[config.mk]
export PLATFORM = sky130hd
export DESIGN_NAME = hazard_unit
export DESIGN_NICKNAME = d
export VERILOG_FILES = /design/src/rtl/hazard_pkg.sv /design/src/rtl/muldiv_tracker.sv /design/src/rtl/hazard_unit.sv
export SDC_FILE = /design/constraint.sdc
export NUM_CORES = 1
export LEC_CHECK = 0
export CORE_MARGIN = 10
export CORE_UTILIZATION = 50
export DETAILED_ROUTE_END_ITERATION = 8
export DONT_BUFFER_PORTS = 1
export MAX_ROUTING_LAYER = met4
export PLACE_DENSITY_LB_ADDON = 0.08
export SETUP_SLACK_MARGIN = 0.2
export SYNTH_ARGS = -nofsm -noshare
export SYNTH_HDL_FRONTEND = slang
export SYNTH_SLANG_ARGS = --single-unit
[constraint.sdc]
create_clock -name clk -period 5 [get_ports clk]
set_input_delay 1 -clock clk [delete_from_list [all_inputs] [get_ports clk]]
set_output_delay 1 -clock clk [all_outputs]
set_load 0.01 [all_outputs]
[src/rtl/hazard_pkg.sv]
// hazard_pkg: shared types and constants for the hazard unit (mul/div FSM states, register address width, zero register)
package hazard_pkg;
  typedef enum logic {IDLE = 1'b0, BUSY = 1'b1} muldiv_state_e;
  localparam int REG_ADDR_W = 5;
  localparam logic [REG_ADDR_W-1:0] REG_ZERO = 5'd0;
endpackage

[src/rtl/muldiv_tracker.sv]
// muldiv_tracker: busy FSM for the multi-cycle mul/div unit
//   clk, reset          clock, asynchronous active-high reset
//   ex_muldiv_start     mul/div instruction in EX this cycle
//   muldiv_busy         FSM in BUSY
//   muldiv_done         pulse in the last BUSY cycle
module muldiv_tracker
  import hazard_pkg::*;
#(
  parameter int MULDIV_LAT = 8
) (
  input  logic clk,
  input  logic reset,
  input  logic ex_muldiv_start,
  output logic muldiv_busy,
  output logic muldiv_done
);
  localparam int CW = $clog2(MULDIV_LAT);
  localparam logic [CW-1:0] LOAD = CW'(MULDIV_LAT - 2);
  muldiv_state_e r_state, w_state_nxt;
  logic [CW-1:0] r_cnt, w_cnt_nxt;
  // a start always (re)loads, even if one arrives illegally while BUSY
  always_comb begin
    w_state_nxt = ex_muldiv_start ? BUSY : (r_state == BUSY && r_cnt == '0) ? IDLE : r_state;
    w_cnt_nxt = ex_muldiv_start ? LOAD : (r_state == BUSY && r_cnt != '0) ? r_cnt - 1'b1 : r_cnt;
  end
  always_ff @(posedge clk or posedge reset) begin
    if (reset) begin
      r_state <= IDLE;
      r_cnt <= '0;
    end else begin
      r_state <= w_state_nxt;
      r_cnt <= w_cnt_nxt;
    end
  end
  assign muldiv_busy = r_state == BUSY;
  assign muldiv_done = r_state == BUSY && r_cnt == '0;
endmodule

[src/rtl/hazard_unit.sv]
// hazard_unit: load-use / HI-LO stall and EX-redirect flush control with stall/flush performance counters
//   clk, reset                      clock, asynchronous active-high reset
//   id_rs, id_rt, id_uses_rs/rt     ID source registers and their use flags
//   id_hilo_use                     ID instruction reads HI/LO or is a mul/div
//   ex_mem_read, ex_rt              EX load and its destination
//   ex_redirect                     taken branch / jump resolves in EX
//   ex_muldiv_start                 mul/div in EX
//   pc_stall, if_id_stall, id_ex_bubble, if_id_flush, id_ex_flush   pipeline controls
//   muldiv_busy, muldiv_done        mul/div tracker status
//   stall_cnt, flush_cnt            wrapping stall/flush cycle counters
module hazard_unit
  import hazard_pkg::*;
#(
  parameter int MULDIV_LAT = 8,
  parameter int CNT_W = 32
) (
  input  logic                  clk,
  input  logic                  reset,
  input  logic [REG_ADDR_W-1:0] id_rs,
  input  logic [REG_ADDR_W-1:0] id_rt,
  input  logic                  id_uses_rs,
  input  logic                  id_uses_rt,
  input  logic                  id_hilo_use,
  input  logic                  ex_mem_read,
  input  logic [REG_ADDR_W-1:0] ex_rt,
  input  logic                  ex_redirect,
  input  logic                  ex_muldiv_start,
  output logic                  pc_stall,
  output logic                  if_id_stall,
  output logic                  if_id_flush,
  output logic                  id_ex_bubble,
  output logic                  id_ex_flush,
  output logic                  muldiv_busy,
  output logic                  muldiv_done,
  output logic [CNT_W-1:0]      stall_cnt,
  output logic [CNT_W-1:0]      flush_cnt
);
  logic w_lu, w_hl, w_stall, w_flush;
  logic [CNT_W-1:0] r_stall_cnt, r_flush_cnt;
  muldiv_tracker #(.MULDIV_LAT(MULDIV_LAT)) u_tracker (
    .clk(clk),
    .reset(reset),
    .ex_muldiv_start(ex_muldiv_start),
    .muldiv_busy(muldiv_busy),
    .muldiv_done(muldiv_done)
  );
  assign w_lu = ex_mem_read & (ex_rt != REG_ZERO)
              & ((id_uses_rs & (id_rs == ex_rt)) | (id_uses_rt & (id_rt == ex_rt)));
  assign w_hl = id_hilo_use & (ex_muldiv_start | muldiv_busy);
  // redirect squashes the stalled instruction anyway, so it wins over any hazard
  assign w_stall = ~reset & ~ex_redirect & (w_lu | w_hl);
  assign w_flush = ~reset & ex_redirect;
  assign pc_stall = w_stall;
  assign if_id_stall = w_stall;
  assign id_ex_bubble = w_stall;
  assign if_id_flush = w_flush;
  assign id_ex_flush = w_flush;
  always_ff @(posedge clk or posedge reset) begin
    if (reset) begin
      r_stall_cnt <= '0;
      r_flush_cnt <= '0;
    end else begin
      r_stall_cnt <= r_stall_cnt + CNT_W'(w_stall);
      r_flush_cnt <= r_flush_cnt + CNT_W'(ex_redirect);
    end
  end
  assign stall_cnt = r_stall_cnt;
  assign flush_cnt = r_flush_cnt;
endmodule

Word level (Yosys, flattened, before mapping):

Cells that the tools add are included.
W data, S select, Z words.

* bits in registers: 68
* bits of input ports: 23
* output and inout bits: 71
* word-level logic and storage cells: 33

* add/subtract/negate cells: 3
* equality and inequality tests: 2
* mux-type cells: 4
* bitwise gates (word level): 13
* reductions and logical operators: 7

Operators with widths (number)
* $add A32 B1 Y32: 2
* $eq A5 B5 Y1: 2
* $and A1 B1 Y1: 8
* $mux W3: 2
* $reduce_bool A5 Y1: 1
* $reduce_bool A2 Y1: 2
* $logic_not A3 Y1: 1
* $or A1 B1 Y1: 3
* $reduce_bool A3 Y1: 1
* $sub A3 B1 Y3 const B: 1
* $logic_and A1 B1 Y1: 2
* $mux W1: 2
* $not A1 Y1: 2

Logic depth before layout (Yosys ltp):

* depth in word-level cells: 7
* depth in mapped cells: 12
* gate-level depth less buffers: 12

Modules after synthesis:

From an unflattened synthesis, not the netlist that was laid out.

* cell total of the unflattened synthesis: 276
* area total of the unflattened synthesis: 3209.3 µm²

Modules (own cells, without submodules)
* hazard_unit: instances 1, cells an instance 253, area each 2974.1 µm², seq. area each 1601.5 µm²
* muldiv_tracker: instances 1, cells an instance 23, area each 235.2 µm², seq. area each 100.1 µm²

Worst setup path after synthesis:

Ideal clock, no wire load.

* path type: input-to-reg
* from: input ex_rt[2]
* to: register r_stall_cnt[30], in the netlist stall_cnt[30]
* library setup time: 125 ps
* arrival time: 3517 ps
* data required time: 4875 ps
* setup slack: 1357 ps
* stages on the path: 12
* buffers on the path: 0
* path through: xor2_1 nor4_1 and3_1 a31oi_1 o21ai_0 ha_1 ha_1 and4_1 nor3b_2 and4_1 nand4_1 xnor2_1

* longest elaborated chain between the ends: 7
* elaborated cells on any way between the ends: 11
* those cells by class: 1 x add/sub; 2 x eq/ne; 7 x bitwise; 1 x reduce/logical

Ends and longest elaborated chain
* from (decl): RTL line hazard_unit.sv:25 `input logic [REG_ADDR_W-1:0] ex_rt,`
* $eq A5 B5 Y1: RTL line hazard_unit.sv:48 `& ((id_uses_rs & (id_rs == ex_rt)) | (id_uses_rt & (id_rt == ex_rt)));`
* $and A1 B1 Y1: RTL line hazard_unit.sv:48
* $or A1 B1 Y1: RTL line hazard_unit.sv:48
* $and A1 B1 Y1 *: RTL line hazard_unit.sv:48
* $or A1 B1 Y1 *: RTL line hazard_unit.sv:51 `assign w_stall = ~reset & ~ex_redirect & (w_lu | w_hl);`
* $and A1 B1 Y1 *: RTL line hazard_unit.sv:51
* via id_ex_bubble: RTL line hazard_unit.sv:31 `output logic id_ex_bubble,`
* $add A32 B1 Y32 *: RTL line hazard_unit.sv:63 `r_stall_cnt <= r_stall_cnt + CNT_W'(w_stall);`
* to (signal assigned): RTL line hazard_unit.sv:63
* to (decl): RTL line hazard_unit.sv:39 `logic [CNT_W-1:0] r_stall_cnt, r_flush_cnt;`

Mark *: on every way through the listed nets, which the timed path passes. The rest lies on a longest branch.
A chain may end at the register's enable or synchronous reset.

Worst setup path in the final report:

* from: input ex_rt[2]
* to: register r_stall_cnt[22], in the netlist stall_cnt[22]

* longest elaborated chain between the ends: 7
* elaborated cells on any way between the ends: 11
* those cells by class: 1 x add/sub; 2 x eq/ne; 7 x bitwise; 1 x reduce/logical

Ends and longest elaborated chain (RTL line)
* $eq A5 B5 Y1: hazard_unit.sv:48
* $and A1 B1 Y1: hazard_unit.sv:48
* $or A1 B1 Y1: hazard_unit.sv:48
* $and A1 B1 Y1 *: hazard_unit.sv:48
* $or A1 B1 Y1 *: hazard_unit.sv:51
* $and A1 B1 Y1 *: hazard_unit.sv:51
* $add A32 B1 Y32 *: hazard_unit.sv:63

Mark *: on every way between the ends. The rest lies on a longest branch, timed or not.

==> impl_metrics.env <==
export IMPL_std_cell_rows=28
export IMPL_ctsResizeCount=0
export IMPL_yosysTopAreaCell="dfrtp_1"
export IMPL_placed_cells=347
export IMPL_grt_ovfl_total=0
export IMPL_insertion_delay_ns=0.34
export IMPL_portBuffers=0
export IMPL_synthCells=274
export IMPL_drive_gt1_share_pct=9.375
export IMPL_p_leak_uw=0.001595
export IMPL_drc_errors=0
export IMPL_layout_cells_non_filler=363
export IMPL_post_drt_wl_per_cell_um=17.78
export IMPL_core_um2=5991
export IMPL_ir_drop_mv=0.2187
export IMPL_antenna_found_initial=0
export IMPL_grt_pass1_vias=1987
export IMPL_die_area_um2=9833
export IMPL_viasPerCell=5.366
export IMPL_die_x_um=99.16
export IMPL_status="finished, final reports clean"
export IMPL_num_antenna_cells=0
export IMPL_max_cap_viol_count=0
export IMPL_reg2reg_to="stall_cnt[22]"
export IMPL_start_util_pct=52.30
export IMPL_cp_start_kind="input pin"
export IMPL_final_period_utilization_pct=67.87
export IMPL_fillers=509
export IMPL_min_period_ns=3.394
export IMPL_clk_path_buf_depth=2
export IMPL_hold_viol_final=0
export IMPL_dp_hpwl_mm=4.870
export IMPL_critPathCaptureType="flip-flop"
export IMPL_critPathKind="input pin to flip-flop"
export IMPL_synth_area_um2=3133
export IMPL_cts_root_buffer="clkbuf_8"
export IMPL_ys_top_cells_by_area="dfrtp_1, xnor2_1, xor2_1, nand3_1, nand4_1"
export IMPL_synth_ff_latch_count=68
export IMPL_worstHoldEndpoint="u_tracker.r_cnt[1]"
export IMPL_drt_iter0_drc=39
export IMPL_rrSetupSlack_ns=2.42
export IMPL_cts_buffers=9
export IMPL_min_path_cells=1
export IMPL_postCtsSetupRepairBufs=0
export IMPL_design_area_um2=3463
export IMPL_crit_fanout=5
export IMPL_fp_dieH_um=99.16
export IMPL_setup_viol=0
export IMPL_grt_start_max_net_pins=39
export IMPL_postSynthAreaPerCell_um2=11.43
export IMPL_cp_startpoint="ex_rt[2]"
export IMPL_numClockSinks=68
export IMPL_hp_class="flip-flop to flip-flop"
export IMPL_synth_top_area_share_pct=54.31
export IMPL_grtUsageTotal_pct=13.47
export IMPL_wl_mm=6.454
export IMPL_synthToLayoutAreaGrowth_pct=10.54
export IMPL_clk_pin_slew_worst_paths_ns=0.07
export IMPL_power_density_nw_per_um2=399.8
export IMPL_hp_start="u_tracker.r_cnt[1]"
export IMPL_cts_tree="yes"
export IMPL_rsz0062_at_grt="false"
export IMPL_final_max_slew_viol_count=0
export IMPL_crit_arrival_ns=3.65
export IMPL_nets=312
export IMPL_setup_tns_final_ns=0
export IMPL_dpl_worst_slack_ns=1.242
export IMPL_htreeDepth=3
export IMPL_finalClockSkew_ns=0.01325
export IMPL_r2r_cells=10
export IMPL_yosysWarnings=0
export IMPL_ios=94
export IMPL_placed_cell_area_um2=3214
export IMPL_fmax_mhz=294.7
export IMPL_fin_ws_ns=1.606
export IMPL_r2r_start="u_tracker.muldiv_busy"
export IMPL_worst_pin_slew_ns=0.6910
export IMPL_syn_nets=303
export IMPL_synth_distinct_cells=30
export IMPL_yosysSeqAreaShare_pct=54.31
export IMPL_vias=1948
export IMPL_crit_required_ns=5.26
export IMPL_grt_pass1_wl_mm=10.49
export IMPL_postCtsHoldBufs=0
export IMPL_gp_congestion=0.8303
export IMPL_drt_first_pass_iters=4
export IMPL_detail_route_antenna_nets=0
export IMPL_maxSlewHeadroom_pct=53.51
[worst max path at each step]
stage / slack (ns) / cells after the start / end
2_1_floorplan: 1.36 / 12 / stall_cnt[30]
3_3_place_gp: 1.31 / 13 / stall_cnt[30]
3_5_place_dp: 1.24 / 13 / stall_cnt[30]
4_1_cts: 1.59 / 13 / stall_cnt[22]
5_1_grt: 1.37 / 13 / stall_cnt[22]
6_report: 1.61 / 13 / stall_cnt[22]
[synth_stat cells]
master and instances:
nor2b_1 1, nor4_1 3, nor3b_1 1, a211o_1 2, and4_2 1, nand4_2 1, nor3_1 3, inv_1 7
xor2_1 24, nand2b_1 1, nor2_1 19, nand3_1 22, nand2_1 25, and3_1 7, nand4_4 1, o21ai_0 2
buf_2 1, nor3_2 1, and4_1 4, ha_1 6, xnor2_1 47, dfrtp_1 68, buf_4 3, nor4_4 2
a31oi_1 1, nand4_1 16, o211ai_1 2, nor3b_2 1, and3_2 1, or4_1 1
[kinds of logic after synthesis]
family                   after synthesis  share of synthesized area [%]
flip-flops                            68                          54.31
AND/OR/NAND/NOR                      111                          20.17
AO/OA/AOI/OAI                          7                          1.558
adder cells (fa/ha/maj)                6                          2.396
buffers and inverters                 11                          1.717
XOR/XNOR                              71                          19.85
[cell type report]
class | count | area (um2) | share of cell area (%)
timing repair buffer | 2 | 15.01 | 0.4335
tap | 75 | 93.84 | 2.710
clock inverter | 6 | 111.4 | 3.215
clock buffer | 10 | 137.6 | 3.974
inverter | 7 | 26.28 | 0.7587
sequential | 68 | 1702 | 49.13
multi-input combinational | 195 | 1378 | 39.78
[stage by stage]
step	hold slack [ns]	total power [uW]	util, %
floorplan	0.4588	800.4	-
global placement	0.4769	839.5	53.65
detailed placement	0.4796	848.8	53.65
CTS	0.4945	1406	57.81
global route	0.5243	1453	57.81
finish	0.4903	1385	57.81
[registers in the layout (all words and copies together), names as in the netlist]
register / flops
u_tracker.muldiv_busy: 1
stall_cnt: 32
flush_cnt: 32
u_tracker.r_cnt: 3
[cells in the final DEF, fill, tap and decap left out, types with 2 or more instances in the layout]
master | netlist | layout
nand2_1 | 25 | 25
nor2_1 | 19 | 19
and4_1 | 4 | 4
nor4_4 | 2 | 2
xor2_1 | 24 | 24
buf_4 | 3 | 2
o211ai_1 | 2 | 2
ha_1 | 6 | 6
nand3_1 | 22 | 22
inv_1 | 7 | 6
nor3_1 | 3 | 3
xnor2_1 | 47 | 47
nor4_1 | 3 | 3
bufinv_16 | 0 | 3
a211o_1 | 2 | 2
dfrtp_1 | 68 | 68
and3_1 | 7 | 7
nand4_1 | 16 | 16
clkbuf_8 | 0 | 10
o21ai_0 | 2 | 2
[per-layer routing]
layer  track usage [%]  share of wire [%]  up-vias
met2             20.64                 48       67
li1                  -                  -      952
met3             7.197                 11       11
met4             5.292                1.5        0
met5                 -                  0        -
met1             14.39                 39      918
[critical path, cell delays in order]
cell,delay (ns)
xor2_1,0.14
nor4_1,0.29
and3_1,0.20
a31oi_1,0.04
o21ai_0,0.18
buf_4,0.19
ha_1,0.20
ha_1,0.21
and4_1,0.26
nor3b_2,0.33
nand3_1,0.19
nor3_1,0.26
xor2_1,0.17
[where the power goes]
part | total, uW | leakage (uW) | internal, uW | switching (uW)
Combinational | 120 | 0.000570 | 55.9 | 64.2
Clock | 554 | 0.000122 | 345 | 210
Sequential | 710 | 0.000902 | 609 | 102
Total | 1380 | 0.00160 | 1010 | 375
No activity file was read; power rests on OpenSTA's default activity.
